### src/rtl/uart_rx_fifo.sv
// uart_rx_fifo: parametrised UART receiver feeding a small valid/ready FIFO.
// Optional macro UART_RX_MAJORITY_EN: 2-of-3 vote of rx_s around each sample.
module uart_rx_fifo #(
    parameter int CLKS_PER_BIT = 2604,
    parameter int DATA_BITS    = 8,
    parameter int PARITY       = 0,
    parameter int STOP_BITS    = 1,
    parameter int FIFO_DEPTH   = 4,
    parameter int CNT_WIDTH    = $clog2(CLKS_PER_BIT)
) (
    input  logic                 CLK,
    input  logic                 RST,
    input  logic                 in,
    output logic [DATA_BITS-1:0] out,
    output logic                 valid,
    input  logic                 ready,
    output logic                 frame_err,
    output logic                 parity_err,
    output logic                 overrun,
    output logic                 busy
);

    localparam int AW = $clog2(FIFO_DEPTH);
    localparam int PW = AW + 1;
`ifdef UART_RX_MAJORITY_EN
    // The vote needs the sample after the nominal point, so it lands one cycle late.
    localparam int VOTE_LAG = 1;
`else
    localparam int VOTE_LAG = 0;
`endif
    localparam logic [CNT_WIDTH-1:0] LP_START_PT =
        CNT_WIDTH'(CLKS_PER_BIT / 2 - 1 + VOTE_LAG);
    localparam logic [CNT_WIDTH-1:0] LP_BIT_PT = CNT_WIDTH'(CLKS_PER_BIT - 1);

    typedef enum logic [2:0] {
        S_IDLE, S_START, S_DATA, S_PARITY, S_STOP, S_BREAK
    } state_t;

    state_t               r_state;
    logic                 r_sync1;
    logic                 r_rx_s;
    logic [CNT_WIDTH-1:0] r_timer;
    logic [3:0]           r_bit_cnt;
    logic [DATA_BITS-1:0] r_shift;
    logic                 r_par_flag;
    logic                 r_frame_flag;
    logic                 r_frame_err;
    logic                 r_parity_err;
    logic                 r_overrun;
    logic [PW-1:0]        r_wptr;
    logic [PW-1:0]        r_rptr;
    logic [DATA_BITS-1:0] r_mem [FIFO_DEPTH];
    logic [DATA_BITS-1:0] r_out;

    logic                 w_bit;
    logic                 w_tick;
    logic                 w_last_stop;
    logic                 w_frame_bad;
    logic                 w_par_x;
    logic                 w_par_bad;
    logic                 w_push;
    logic                 w_pop;
    logic                 w_full;
    logic                 w_empty;
    logic                 w_wr;
    logic [PW-1:0]        w_rptr_nx;
    logic [DATA_BITS-1:0] w_head_nx;

    // Two-flop synchroniser on the asynchronous serial line
    always_ff @(posedge CLK or posedge RST) begin
        if (RST) begin
            r_sync1 <= 1'b1;
            r_rx_s  <= 1'b1;
        end else begin
            r_sync1 <= in;
            r_rx_s  <= r_sync1;
        end
    end

`ifdef UART_RX_MAJORITY_EN
    logic r_h1;
    logic r_h2;

    // Two older copies of rx_s for the 2-of-3 vote
    always_ff @(posedge CLK or posedge RST) begin
        if (RST) begin
            r_h1 <= 1'b1;
            r_h2 <= 1'b1;
        end else begin
            r_h1 <= r_rx_s;
            r_h2 <= r_h1;
        end
    end

    assign w_bit = (r_rx_s & r_h1) | (r_rx_s & r_h2) | (r_h1 & r_h2);
`else
    assign w_bit = r_rx_s;
`endif

    assign w_tick      = (r_state == S_START) ? (r_timer == LP_START_PT)
                                              : (r_timer == LP_BIT_PT);
    assign w_last_stop = (r_state == S_STOP) && w_tick &&
                         (r_bit_cnt == 4'(STOP_BITS - 1));
    assign w_frame_bad = r_frame_flag | ~w_bit;
    assign w_par_x     = (^r_shift) ^ w_bit;
    assign w_par_bad   = (PARITY == 1) ? ~w_par_x : w_par_x;
    assign w_push      = w_last_stop && !w_frame_bad && !r_par_flag;

    // Receive FSM: bit timing, shift register, error flags and pulses
    always_ff @(posedge CLK or posedge RST) begin
        if (RST) begin
            r_state      <= S_IDLE;
            r_timer      <= '0;
            r_bit_cnt    <= '0;
            r_shift      <= '0;
            r_par_flag   <= 1'b0;
            r_frame_flag <= 1'b0;
            r_frame_err  <= 1'b0;
            r_parity_err <= 1'b0;
        end else begin
            r_frame_err  <= 1'b0;
            r_parity_err <= 1'b0;
            unique case (r_state)
                S_IDLE: begin
                    r_timer <= '0;
                    if (!r_rx_s) begin
                        r_state <= S_START;
                    end
                end
                S_START: begin
                    if (w_tick) begin
                        r_timer <= '0;
                        if (w_bit) begin
                            r_state <= S_IDLE;
                        end else begin
                            r_state      <= S_DATA;
                            r_bit_cnt    <= '0;
                            r_par_flag   <= 1'b0;
                            r_frame_flag <= 1'b0;
                        end
                    end else begin
                        r_timer <= r_timer + CNT_WIDTH'(1);
                    end
                end
                S_DATA: begin
                    if (w_tick) begin
                        r_timer <= '0;
                        r_shift <= {w_bit, r_shift[DATA_BITS-1:1]};
                        if (r_bit_cnt == 4'(DATA_BITS - 1)) begin
                            r_bit_cnt <= '0;
                            r_state   <= (PARITY != 0) ? S_PARITY : S_STOP;
                        end else begin
                            r_bit_cnt <= r_bit_cnt + 4'd1;
                        end
                    end else begin
                        r_timer <= r_timer + CNT_WIDTH'(1);
                    end
                end
                S_PARITY: begin
                    if (w_tick) begin
                        r_timer    <= '0;
                        r_par_flag <= w_par_bad;
                        r_bit_cnt  <= '0;
                        r_state    <= S_STOP;
                    end else begin
                        r_timer <= r_timer + CNT_WIDTH'(1);
                    end
                end
                S_STOP: begin
                    if (w_tick) begin
                        r_timer <= '0;
                        if (!w_bit) begin
                            r_frame_flag <= 1'b1;
                        end
                        if (w_last_stop) begin
                            if (w_frame_bad) begin
                                r_frame_err <= 1'b1;
                                r_state     <= S_BREAK;
                            end else begin
                                r_parity_err <= r_par_flag;
                                r_state      <= S_IDLE;
                            end
                        end else begin
                            r_bit_cnt <= r_bit_cnt + 4'd1;
                        end
                    end else begin
                        r_timer <= r_timer + CNT_WIDTH'(1);
                    end
                end
                S_BREAK: begin
                    r_timer <= '0;
                    if (r_rx_s) begin
                        r_state <= S_IDLE;
                    end
                end
                default: begin
                    r_state <= S_IDLE;
                end
            endcase
        end
    end

    assign w_empty   = (r_wptr == r_rptr);
    assign w_full    = (r_wptr[AW] != r_rptr[AW]) &&
                       (r_wptr[AW-1:0] == r_rptr[AW-1:0]);
    assign w_pop     = !w_empty && ready;
    assign w_wr      = w_push && (!w_full || w_pop);
    assign w_rptr_nx = r_rptr + PW'(w_pop);
    assign w_head_nx = (w_wr && (w_rptr_nx == r_wptr)) ? r_shift
                                                        : r_mem[w_rptr_nx[AW-1:0]];

    // FIFO storage; contents need no reset since the pointers gate them
    always_ff @(posedge CLK) begin
        if (w_wr) begin
            r_mem[r_wptr[AW-1:0]] <= r_shift;
        end
    end

    // FIFO pointers, registered head word and overrun pulse
    always_ff @(posedge CLK or posedge RST) begin
        if (RST) begin
            r_wptr    <= '0;
            r_rptr    <= '0;
            r_out     <= '0;
            r_overrun <= 1'b0;
        end else begin
            r_overrun <= w_push && w_full && !w_pop;
            if (w_wr) begin
                r_wptr <= r_wptr + PW'(1);
            end
            r_rptr <= w_rptr_nx;
            r_out  <= w_head_nx;
        end
    end

    assign out        = r_out;
    assign valid      = !w_empty;
    assign frame_err  = r_frame_err;
    assign parity_err = r_parity_err;
    assign overrun    = r_overrun;
    assign busy       = (r_state != S_IDLE);

endmodule

### config.mk
export PLATFORM = sky130hd
export DESIGN_NAME = uart_rx_fifo
export DESIGN_NICKNAME = d
export VERILOG_FILES = /design/src/rtl/uart_rx_fifo.sv
export SDC_FILE = /design/constraint.sdc
export NUM_CORES = 1
export LEC_CHECK = 0
export ABC_AREA = 1
export CAP_MARGIN = 15
export CORE_ASPECT_RATIO = 0.5
export CORE_MARGIN = 3
export CORE_UTILIZATION = 40
export DETAILED_ROUTE_END_ITERATION = 8
export PLACE_DENSITY_LB_ADDON = 0.2
export SLEW_MARGIN = 10
export SYNTH_ARGS = -nofsm -noshare
export SYNTH_HDL_FRONTEND = slang
export SYNTH_SLANG_ARGS = --single-unit
### constraint.sdc
create_clock -name CLK -period 6.15 [get_ports CLK]
set_input_delay 0.9225 -clock CLK [delete_from_list [all_inputs] [get_ports CLK]]
set_output_delay 0.9225 -clock CLK [all_outputs]
set_load 0.03 [all_outputs]
Word level (Yosys, flattened, before mapping)
Memory sizes are Yosys's and may differ from the RTL's.
Cells that the tools add are included.
- register bits: 48
- memory bits (writable): 32
- input port bits: 4
- output and inout port bits: 13
- logic and storage cells: 116
- memories kept: 1
- add/sub/neg operators: 4
- eq/ne operators: 23
- muxes and demuxes: 40
- bitwise operators: 3
- reductions and logical operators: 31
- memory list (memory ; words ; width ; read ports ; clocked after memory_dff ; wr ports ; line ; source):
    r_mem ; 4 ; 8 ; 1 ; 0 ; 1 ; 52 ; logic [DATA_BITS-1:0] r_mem [FIFO_DEPTH];
- operators by type and width (kind ; count):
    4-bit 2-to-1 mux ; 7
    3-bit 2-to-1 mux ; 9
    12-bit one-hot mux with 2 select lines ; 1
    2-bit inequality test (second input constant) ; 11
    3-bit one-hot mux with 6 select lines ; 1
    1-bit 2-to-1 mux ; 16
    4-bit one-hot mux with 4 select lines ; 1
    12-bit by 1-bit adder with 12-bit output (second input constant) ; 1
    12-bit by 11-bit equality test with 1-bit output (second input constant) ; 1
    12-bit equality test (second input constant) ; 1
    12-bit 2-to-1 mux ; 1
    1-bit logical AND ; 10
    8-bit 2-to-1 mux ; 1
    8-bit AND reduction ; 1
    8-bit XOR reduction ; 1
    7-bit AND reduction ; 1
    3-bit by 2-bit equality test with 1-bit output (second input constant) ; 2
    3-bit equality test ; 2
    3-bit equality test (second input constant) ; 2
    2-bit nonzero test ; 3
    1-bit logical NOT ; 5
    5-bit AND reduction ; 1
    4-bit by 1-bit adder with 4-bit output (second input constant) ; 1
    4-bit by 3-bit equality test with 1-bit output (second input constant) ; 1
    19 further kinds ; 20

Depth between registers and ports, before layout
Gate-level depths: netlist of the first run.
- word-level depth: 9
- mapped depth: 13
- mapped depth without buffers: 12

Worst setup path after synthesis of the first run
Ideal clock, no wire load.
- path type: register to register
- start point: reg r_wptr[1]
- end point: reg r_out[0], in the netlist out[0]
- setup time: 0.118 ns
- data arrival time: 2.732 ns
- required time: 6.032 ns
- slack: 3.301 ns
- stages on the path, launching flop included: 14
- buffers on the path: 1
- period minus slack after synthesis: 2.849 ns
- cell sequence: dfrtp_1 or2_2 a21oi_1 nand2_1 nand2_1 inv_1 ha_1 ha_1 clkbuf_1 xor2_1 nor3_4 nand4_2 nand2_1 nand2_1
- cells in the longest elaborated chain, start to end: 7
- elaborated cells on any way between the ends: 13
- those cells by class: add/sub: 1; eq/ne: 3; mux: 1; reduce/logical: 7; memory: 1
- ends and longest elaborated chain (item ; line ; source):
    start: declaration ; 50 ; logic [PW-1:0] r_wptr;
    start signal: assignment ; 229 ; r_wptr <= r_wptr + PW'(1);
    3-bit equality test (*) ; 203 ; assign w_empty = (r_wptr == r_rptr);
    1-bit logical NOT (*) ; n/a ;
    net valid ; 15 ; output logic valid,
    1-bit logical AND (*) ; 206 ; assign w_pop = !w_empty && ready;
    3-bit by 1-bit adder with 3-bit output (*) ; 208 ; assign w_rptr_nx = r_rptr + PW'(w_pop);
    net w_rptr_nx[1] ; 66 ; logic [PW-1:0] w_rptr_nx;
    branches (longest 2 deep; another with memory read 4 x 8 bit) ; n/a ;
    8-bit 2-to-1 mux (*) ; 209 ; assign w_head_nx = (w_wr && (w_rptr_nx == r_wptr)) ? r_shift
    net w_head_nx[0] ; 67 ; logic [DATA_BITS-1:0] w_head_nx;
    end signal: assignment ; 232 ; r_out <= w_head_nx;
    end: declaration ; 53 ; logic [DATA_BITS-1:0] r_out;
Mark *: on every way through the listed nets, which the timed path passes.
A chain may end at the register's enable or synchronous reset.

Final worst setup path of the first run
- start point: reg r_wptr[1]
- end point: out valid
- cells in the longest elaborated chain, start to end: 2
- ends and longest elaborated chain (item ; line ; source):
    3-bit equality test ; 203 ;
    1-bit logical NOT ; 237 ; assign valid = !w_empty;
    end: declaration ; 15 ;
No other way between the ends.

==> reports/metrics.cfg, run 1 <==
[placed_design]
gp_congestion=0.834
pre_cts_slack_ps=2940
port_buffers=16
dp_hpwl_mm=5.49

[critical_path]
critPathTopFamily=buffers and inverters
cp_num_buf_inv=1
crit_path_max_incr_delay_ps=600
cp-startpoint=r_wptr[1]
r2r_start=r_wptr[1]
start_kind=flop
cp.arrival_ps=1980
worst_path_max_delay_cell=clkdlybuf4s50_1
worstSetupPathType=flop to primary output
worstPathCellList=or2_2 -> a21oi_1 -> nand2_1 -> clkdlybuf4s50_1
critPathMaxFanout=7
required_ps=5230
worst_setup_path_end_kind=primary output

[synth]
syn_nets=400
syn_inst=387
synth_area_sq_um=3830
synth_seq_cells=80
synth_area_per_cell_sq_um=9.89
yosysSeqAreaShare=0.566
ys.warnings.count=0
ys_types=38

[sta]
fmax_mhz=345
slew_headroom=0.546
worst_clock_skew_ps=7.53
fin_crit_sh=0.472
rsz0062_at_grt=false
setup_violations=0
maxSlewViolCount=0
hold_viol=0
post-route-min-period_ps=2900
worstMarginPinSlew_ps=679
worst_slack_ps=3250
final.setup.tns_ps=0

[floorplanning]
initial_core_util=0.425
pin_count=17
die_h_um=75.2
rows=24
dieArea_sq_um=10800
fp.dieW_um=144
core-area_sq_um=9010

[worst_hold_path]
hold_path.class=flop to flop
min-delay-start=r_sync1

[route]
wl_per_cell_um=14.5
routed_wl_mm=7.70
viasPerCell=5.02
drc=0
antenna_left=0
drt_iter0_drc=176
via_count=2658
drt_pass1_iterations=4

[cells_and_area]
post-route-util=0.490
final_common_cell=nand2_1
mostFrequentLayoutCells=nand2_1 (75), dfrtp_1 (46), nor2_1 (45)
diodes=0
fin_nets=421
area_growth_pct=15.3
drive_gt1_frac=0.121

[status]
status=finished, final reports clean

[clocking]
numCtsBuffers=9
cts_buffer_depth=2
clk_pin_slew_worst_paths_ps=60
cts_setup_buffers=0
cts.sinks=80
cts.htree.levels=3
cts_resized=0
root_buffer=clkbuf_16
cts_tree=built
worstSkewPairLatency_ps=340
hold_buffers=0

[global_routing]
antenna_found_initial=0
first_global_vias=2595
grt_pass1_wl_mm=12.7
grt-ovfl-total=0
track_usage=0.156
grt_max_degree=49

[pwr]
total_leakage_power_nw=2.09
power.density_nw_per_um2=250
irDropWorstVdd_mv=0.120

[flow_run]
cap_violations=0

-- Yosys cell counts, drive strengths merged --
cell / number / area, sq um
clkbuf: 5 / 18.8
o211ai: 1 / 7.51
nor3b: 3 / 22.5
o21a: 1 / 7.51
dfstp: 2 / 52.6
o31ai: 1 / 7.51
mux2: 6 / 67.6
xnor2: 6 / 60.1
nand2: 79 / 307
xor2: 11 / 96.3
or2: 1 / 6.26
inv: 45 / 169
ha: 9 / 113
a22oi: 1 / 7.51
nand4: 15 / 121
dfrtp: 46 / 1150
nor2: 51 / 230
o21ba: 1 / 10.0
o22ai: 9 / 56.3
a21oi: 9 / 56.3
o21ai: 33 / 169
nor3: 6 / 46.3
buf: 2 / 22.5
nand3: 12 / 60.1
edfxtp: 32 / 961
-- final timing paths --
| check | end | slack, ps | cells past startpoint |
|---|---|---|---|
| max in group asynchronous | out[1] | 4840 | 3 |
| min in group asynchronous | r_timer[9] | 830 | 2 |
| min | r_rx_s | 360 | 0 |
| max reg2reg | out[7] | 3270 | 12 |
| max | valid | 3250 | 4 |
| min reg2reg | r_rx_s | 360 | 0 |
-- report_power, final --
group	switching [mW]	internal (mW)	leakage, nW
sequential	0.000600	0.553	1.02
combinational	0.00881	0.00387	0.929
clock	0.220	0.318	0.143
-- sequential cells by signal, indices dropped and copies added (netlist names), 3 cells and up --
| name | cells |
|---|---|
| r_bit_cnt | 4 |
| r_mem | 32 |
| out | 8 |
| r_wptr | 3 |
| r_timer | 12 |
| r_state | 3 |
| r_rptr | 3 |
| r_shift | 8 |
-- logic make-up (layout without fill, tap and decap cells) --
family                   after synthesis  in the layout  share of synthesized area
AO/OA/AOI/OAI                         56             56                     0.0840
XOR/XNOR                              17             17                     0.0409
adder cells (fa/ha/maj)                9              9                     0.0294
buffers and inverters                 52             78                     0.0549
flip-flops                            80             80                      0.566
multiplexers                           6              6                     0.0177
AND/OR/NAND/NOR                      167            167                      0.207
-- routing by layer --
layer	share of wire	wire length [um]	track usage
met5	0	0	0
met3	0.055	426	0.0470
met4	0.018	138	0.0651
met2	0.45	3490	0.247
met1	0.47	3640	0.205
-- stage by stage --
step	area, sq um	power [mW]	hold slack, ps	instances
2_1_floorplan	3830	0.571	345	387
3_3_place_gp	4090	0.575	350	513
3_5_place_dp	4090	0.576	351	513
4_1_cts	4390	1.12	356	529
5_1_grt	4410	1.14	364	530
6_report	4410	1.10	355	530
-- cell type report --
| type | count | area, sq um |
|---|---|---|
| clock buffers | 9 | 225 |
| inverters | 45 | 169 |
| fillers | 812 | 4600 |
| flip-flops and latches | 80 | 2160 |
| well taps | 117 | 146 |
| repair buffers | 17 | 180 |
| clock inverters | 7 | 76.3 |
| multi-input cells | 255 | 1450 |
Power figures use the tool's default switching activity.
==> run 2, diff against run 1 <==
clock period = 2.4 ns   (was 6.15 ns; I/O delays follow)
==> run 2 against run 1 <==
Compared with the run above:
- first-iteration DRC count is 27% lower
- routed wire length is 2.5% higher
- combinational power grew to 2.6 times the previous value
- highest routed layer unchanged
- total power grew to 2.6 times the previous value
- cell area is 4.3% higher
- critical endpoint is now out[3]
- worst hold slack worse by 25 ps
- final cell count is 3.0% higher
==> reports/metrics.cfg, run 2 (synthesis gave the netlist of run 1 again) <==
[critical_path]
r2r_cells=12
cp_num_buf_inv=1
worst_setup_path_end_kind=flop
critPathTopFamily=simple AND/OR/NAND/NOR gates
critPathMaxFanout=8
r2r-end=out[3]
worstPathCellList=or2_4 -> a21oi_2 -> nand2_2 -> nand2_1 -> inv_1 -> ha_2 -> ha_4 -> xor2_2 -> nor3_4 -> nand4_4 -> nand2_1 -> nand2_1
worstSetupPathType=flop to flop
required_ps=2630
regToRegSetupSlack_ps=110
critPathMostFrequentCell=nand2_1
start_kind=flop
worst_path_max_delay_cell=dfrtp_1
crit_path_max_incr_delay_ps=380
r2r_start=r_rptr[1]
cp.arrival_ps=2520

[sta]
maxSlewViolCount=0
setup_violations=0
post-route-min-period_ps=2290
worstMarginPinSlew_ps=444
fin_crit_sh=0.953
rsz0062_at_grt=true
timing.hold.ws_ps=330
slew_headroom=0.701
hold_viol=0
fmax_mhz=437
worst_clock_skew_ps=6.04

[pwr]
p_int_mw=2.25
irDropWorstVdd_mv=0.362
swShare=0.212
seq_power_share=0.496
power.density_nw_per_um2=621
total_leakage_power_nw=2.18
switchingPower_mw=0.606
clkPwrFrac=0.492
p_comb_frac=0.012

[floorplanning]
fp.dieW_um=144
rows=24
die_h_um=75.2
core-area_sq_um=9010
initial_core_util=0.425
dieArea_sq_um=10800
pin_count=17

[placed_design]
placedCellCount=527
gp_congestion=0.827
port_buffers=16
dp_hpwl_mm=5.75

[route]
wl_per_cell_um=14.4
routed_wl_mm=7.89
drt_pass1_iterations=4
viasPerCell=5.07
drc=0
via_count=2769
antenna_left=0
drt_iter0_drc=128

[clocking]
numCtsBuffers=9
cts.htree.levels=3
cts_tree=built
worstSkewPairLatency_ps=340
clk_pin_slew_worst_paths_ps=60
cts_buffer_depth=2
root_buffer=clkbuf_16
cts.sinks=80
hold_buffers=0

[cells_and_area]
layout.cells.non_filler=546
fin_nets=437
largest_reg_flops=32
final_common_cell=nand2_1
drive_gt1_frac=0.170
area_growth_pct=20.3
mostFrequentLayoutCells=nand2_1 (73), nor2_1 (45), dfrtp_1 (45)
diodes=0

[worst_hold_path]
hold_path.class=primary input to async pin

[global_routing]
grt-ovfl-total=0
track_usage=0.159
first_global_vias=2715
grt_max_degree=31
antenna_found_initial=0
grt_pass1_wl_mm=13.1

[flow_run]
cap_violations=0

[status]
status=finished, final reports clean

==> run 2: layer usage <==
metal  up-vias  global-route usage  routed length (um)
met3         4              0.0495                 287
met4         0              0.0496                  70
met5         -                   0                   0
li1       1366                   -                   -
met1      1340               0.209                3790
met2        59               0.255                3740
==> run 2: repair_timing <==
action | CTS | global route
setup buffers | 0 | 3
resized for setup | 0 | 3
setup endpoints to repair | 0 | 8
==> run 2: worst max path at each step <==
stage / from / endpoint / slack (ps) / cells past startpoint
after floorplan: r_wptr[1] / out[1] / -110 / 13
after global placement: r_state[2] / r_mem[3][1] / 200 / 8
after detailed placement: r_rptr[1] / out[4] / 100 / 12
after CTS: r_state[1] / busy / 30 / 5
after global routing: r_wptr[1] / out[3] / -7 / 12
final: r_rptr[1] / out[3] / 110 / 12
==> run 2: area by class of cell <==
cell class | instances | area (sq um)
timing repair buffer | 33 | 319
multi-input combinational | 255 | 1490
fill | 785 | 4410
sequential | 80 | 2170
inverter | 45 | 169
clock buffer | 9 | 225
clock inverter | 7 | 83.8
tap | 117 | 146
==> run 2: power groups by stage <==
stage          clock network, mW  registers (mW)  logic (mW)
6_report                    1.41            1.42      0.0333
5_1_grt                     1.51            1.42      0.0384
4_1_cts                     1.44            1.42      0.0356
3_5_place_dp                   0            1.45      0.0354
3_3_place_gp                   0            1.45      0.0338
2_1_floorplan                  0            1.45      0.0179
==> run 2: per-stage QoR <==
step	utilization	setup TNS, ps	total power, mW	cell area (sq um)	setup WS (ps)
floorplan	-	-857	1.46	3880	-109
global placement	0.472	0	1.48	4250	201
detailed placement	0.472	0	1.48	4250	104
CTS	0.506	0	2.90	4560	28.4
global route	0.511	-9.91	2.96	4600	-7.37
finish	0.511	0	2.86	4600	112
==> run 3, diff against run 2 <==
CORE_ASPECT_RATIO = not set   (was 0.5)
CTS_BUF_LIST = sky130_fd_sc_hd__clkbuf_8   (was not set)
CTS_CLUSTER_SIZE = 8   (was not set)
==> run 3 against run 2 <==
Compared with the run above:
- total power down 16%
- worst hold slack better by 28 ps
- fmax up 0.92%
- clock skew up 3.4 ps
- combinational power down 3%
- clock-buffer cell count unchanged
- via count down 0.72%
- register-to-register slack better by 20 ps
- sequential cell count unchanged
- sequential power about the same
- first-iteration DRC count down 40%
- critical path type unchanged
- largest power group unchanged
- highest routed layer unchanged
==> reports/metrics.cfg, run 3 (synthesis gave the netlist of run 1 again) <==
[route]
wl_per_cell_um=13.4
via_count=2749
drc=0
drt_pass1_iterations=4
viasPerCell=4.91
drt_iter0_drc=77
antenna_left=0
routed_wl_mm=7.53

[pwr]
total_leakage_power_nw=2.12
power.density_nw_per_um2=538
p_total_mw=2.42
irDropWorstVdd_mv=0.279

[clocking]
root_buffer=clkbuf_8
cts.sinks=80
clk_pin_slew_worst_paths_ps=80
cts.htree.levels=3
numCtsBuffers=9
cts_buffer_depth=2
cts_tree=built
worstSkewPairLatency_ps=350

[cells_and_area]
fin_area_sq_um=4490
final_common_cell=nand2_1
layout.cells.non_filler=560
area_growth_pct=17.4
fin_nets=439
drive_gt1_frac=0.172
fill_cells=885
mostFrequentLayoutCells=nand2_1 (73), nor2_1 (45), dfrtp_1 (45)
diodes=0
largest_reg_flops=32

[global_routing]
grt_max_degree=35
first_global_vias=2746
grt_pass1_wl_mm=13.1
grt-ovfl-total=0
antenna_found_initial=0
track_usage=0.151

[sta]
worstMarginPinSlew_ps=726
final.setup.tns_ps=0
setup_violations=0
post-route-min-period_ps=2270
worst_clock_skew_ps=9.47
maxSlewViolCount=0
rsz0062_at_grt=true
fmax_mhz=441
hold_viol=0
fin_crit_sh=0.944
slew_headroom=0.515

[floorplanning]
die_h_um=104
initial_core_util=0.412
rows=35
pin_count=17
fp.dieW_um=104
dieArea_sq_um=10800
core-area_sq_um=9280

[critical_path]
worst_setup_path_end_kind=flop
worst_path_max_delay_cell=dfrtp_1
start_kind=flop
critPathTopFamily=simple AND/OR/NAND/NOR gates
r2r_cells=12
worstPathCellList=or2_4 -> a21oi_2 -> nand2_2 -> nand2_1 -> inv_1 -> ha_2 -> ha_4 -> xor2_2 -> nor3_4 -> nand4_4 -> nand2_1 -> nand2_1
cp.arrival_ps=2500
cp_num_buf_inv=1
crit_cells=12
critPathMaxFanout=8
worstSetupPathType=flop to flop
critPathMostFrequentCell=nand2_1
required_ps=2630
crit_path_max_incr_delay_ps=400

[status]
status=finished, final reports clean

[placed_design]
gp_congestion=0.831
placedCellCount=540
dp_hpwl_mm=5.39
port_buffers=16
dpl-instance-area_sq_um=4260

[worst_hold_path]
hold_depth=0
hold_path.class=flop to flop

[flow_run]
cap_violations=0

## run 3: cell types whose count changed in the layout (fill, tap and decap cells not counted)
cell        before  now
clkinvlp_4       1    3
inv_6            4    1
clkbuf_16        9    0
clkinv_4         0    1
clkinv_1         0    2
buf_12           2    0
buf_4           14   19
inv_8            1    0
clkbuf_8         0    9
buf_6            1    0
inv_1           42   41
## run 3: area by class of cell
class / instances / area [sq um] / share of cell area
tap: 129 / 161 / 0.0359
sequential: 80 / 2170 / 0.482
timing repair buffer: 35 / 305 / 0.0679
clock inverter: 7 / 70.1 / 0.0156
clock buffer: 9 / 124 / 0.0276
inverter: 45 / 173 / 0.0384
multi-input combinational: 255 / 1490 / 0.332
## run 3: path summary, 6_finish.rpt
path	from	to	slack, ps
max	r_rptr[1]	out[3]	130
min in group asynchronous	RST	out[7]	450
min reg2reg	r_sync1	r_rx_s	360
min	r_sync1	r_rx_s	360
max reg2reg	r_rptr[1]	out[3]	130
max in group asynchronous	RST	r_timer[1]	1350
## run 3: repair_timing
item	CTS	global route
setup endpoints to repair	0	7
resized for setup	0	3
buffers inserted	0	4
hold buffers	0	0
## run 3: power breakdown
group	leakage, nW	switching, mW	internal [mW]
clock network	0.0909	0.488	0.479
logic	1.01	0.0226	0.00971
registers	1.02	0.00133	1.42
## run 3: layer usage
metal | GRT usage | part of all wire | vias to the layer above
li1 | - | - | 1372
met1 | 0.197 | 0.46 | 1336
met2 | 0.251 | 0.50 | 36
met3 | 0.0380 | 0.030 | 5
met4 | 0.0408 | 0.0058 | 0
met5 | 0 | 0 | -
## run 3: stage by stage
step / hold slack, ps / setup WS, ps / util
2_1_floorplan: 345 / -109 / -
3_3_place_gp: 346 / 115 / 0.459
3_5_place_dp: 348 / 86.9 / 0.459
4_1_cts: 359 / 24.0 / 0.480
5_1_grt: 365 / -6.52 / 0.484
6_report: 358 / 133 / 0.484
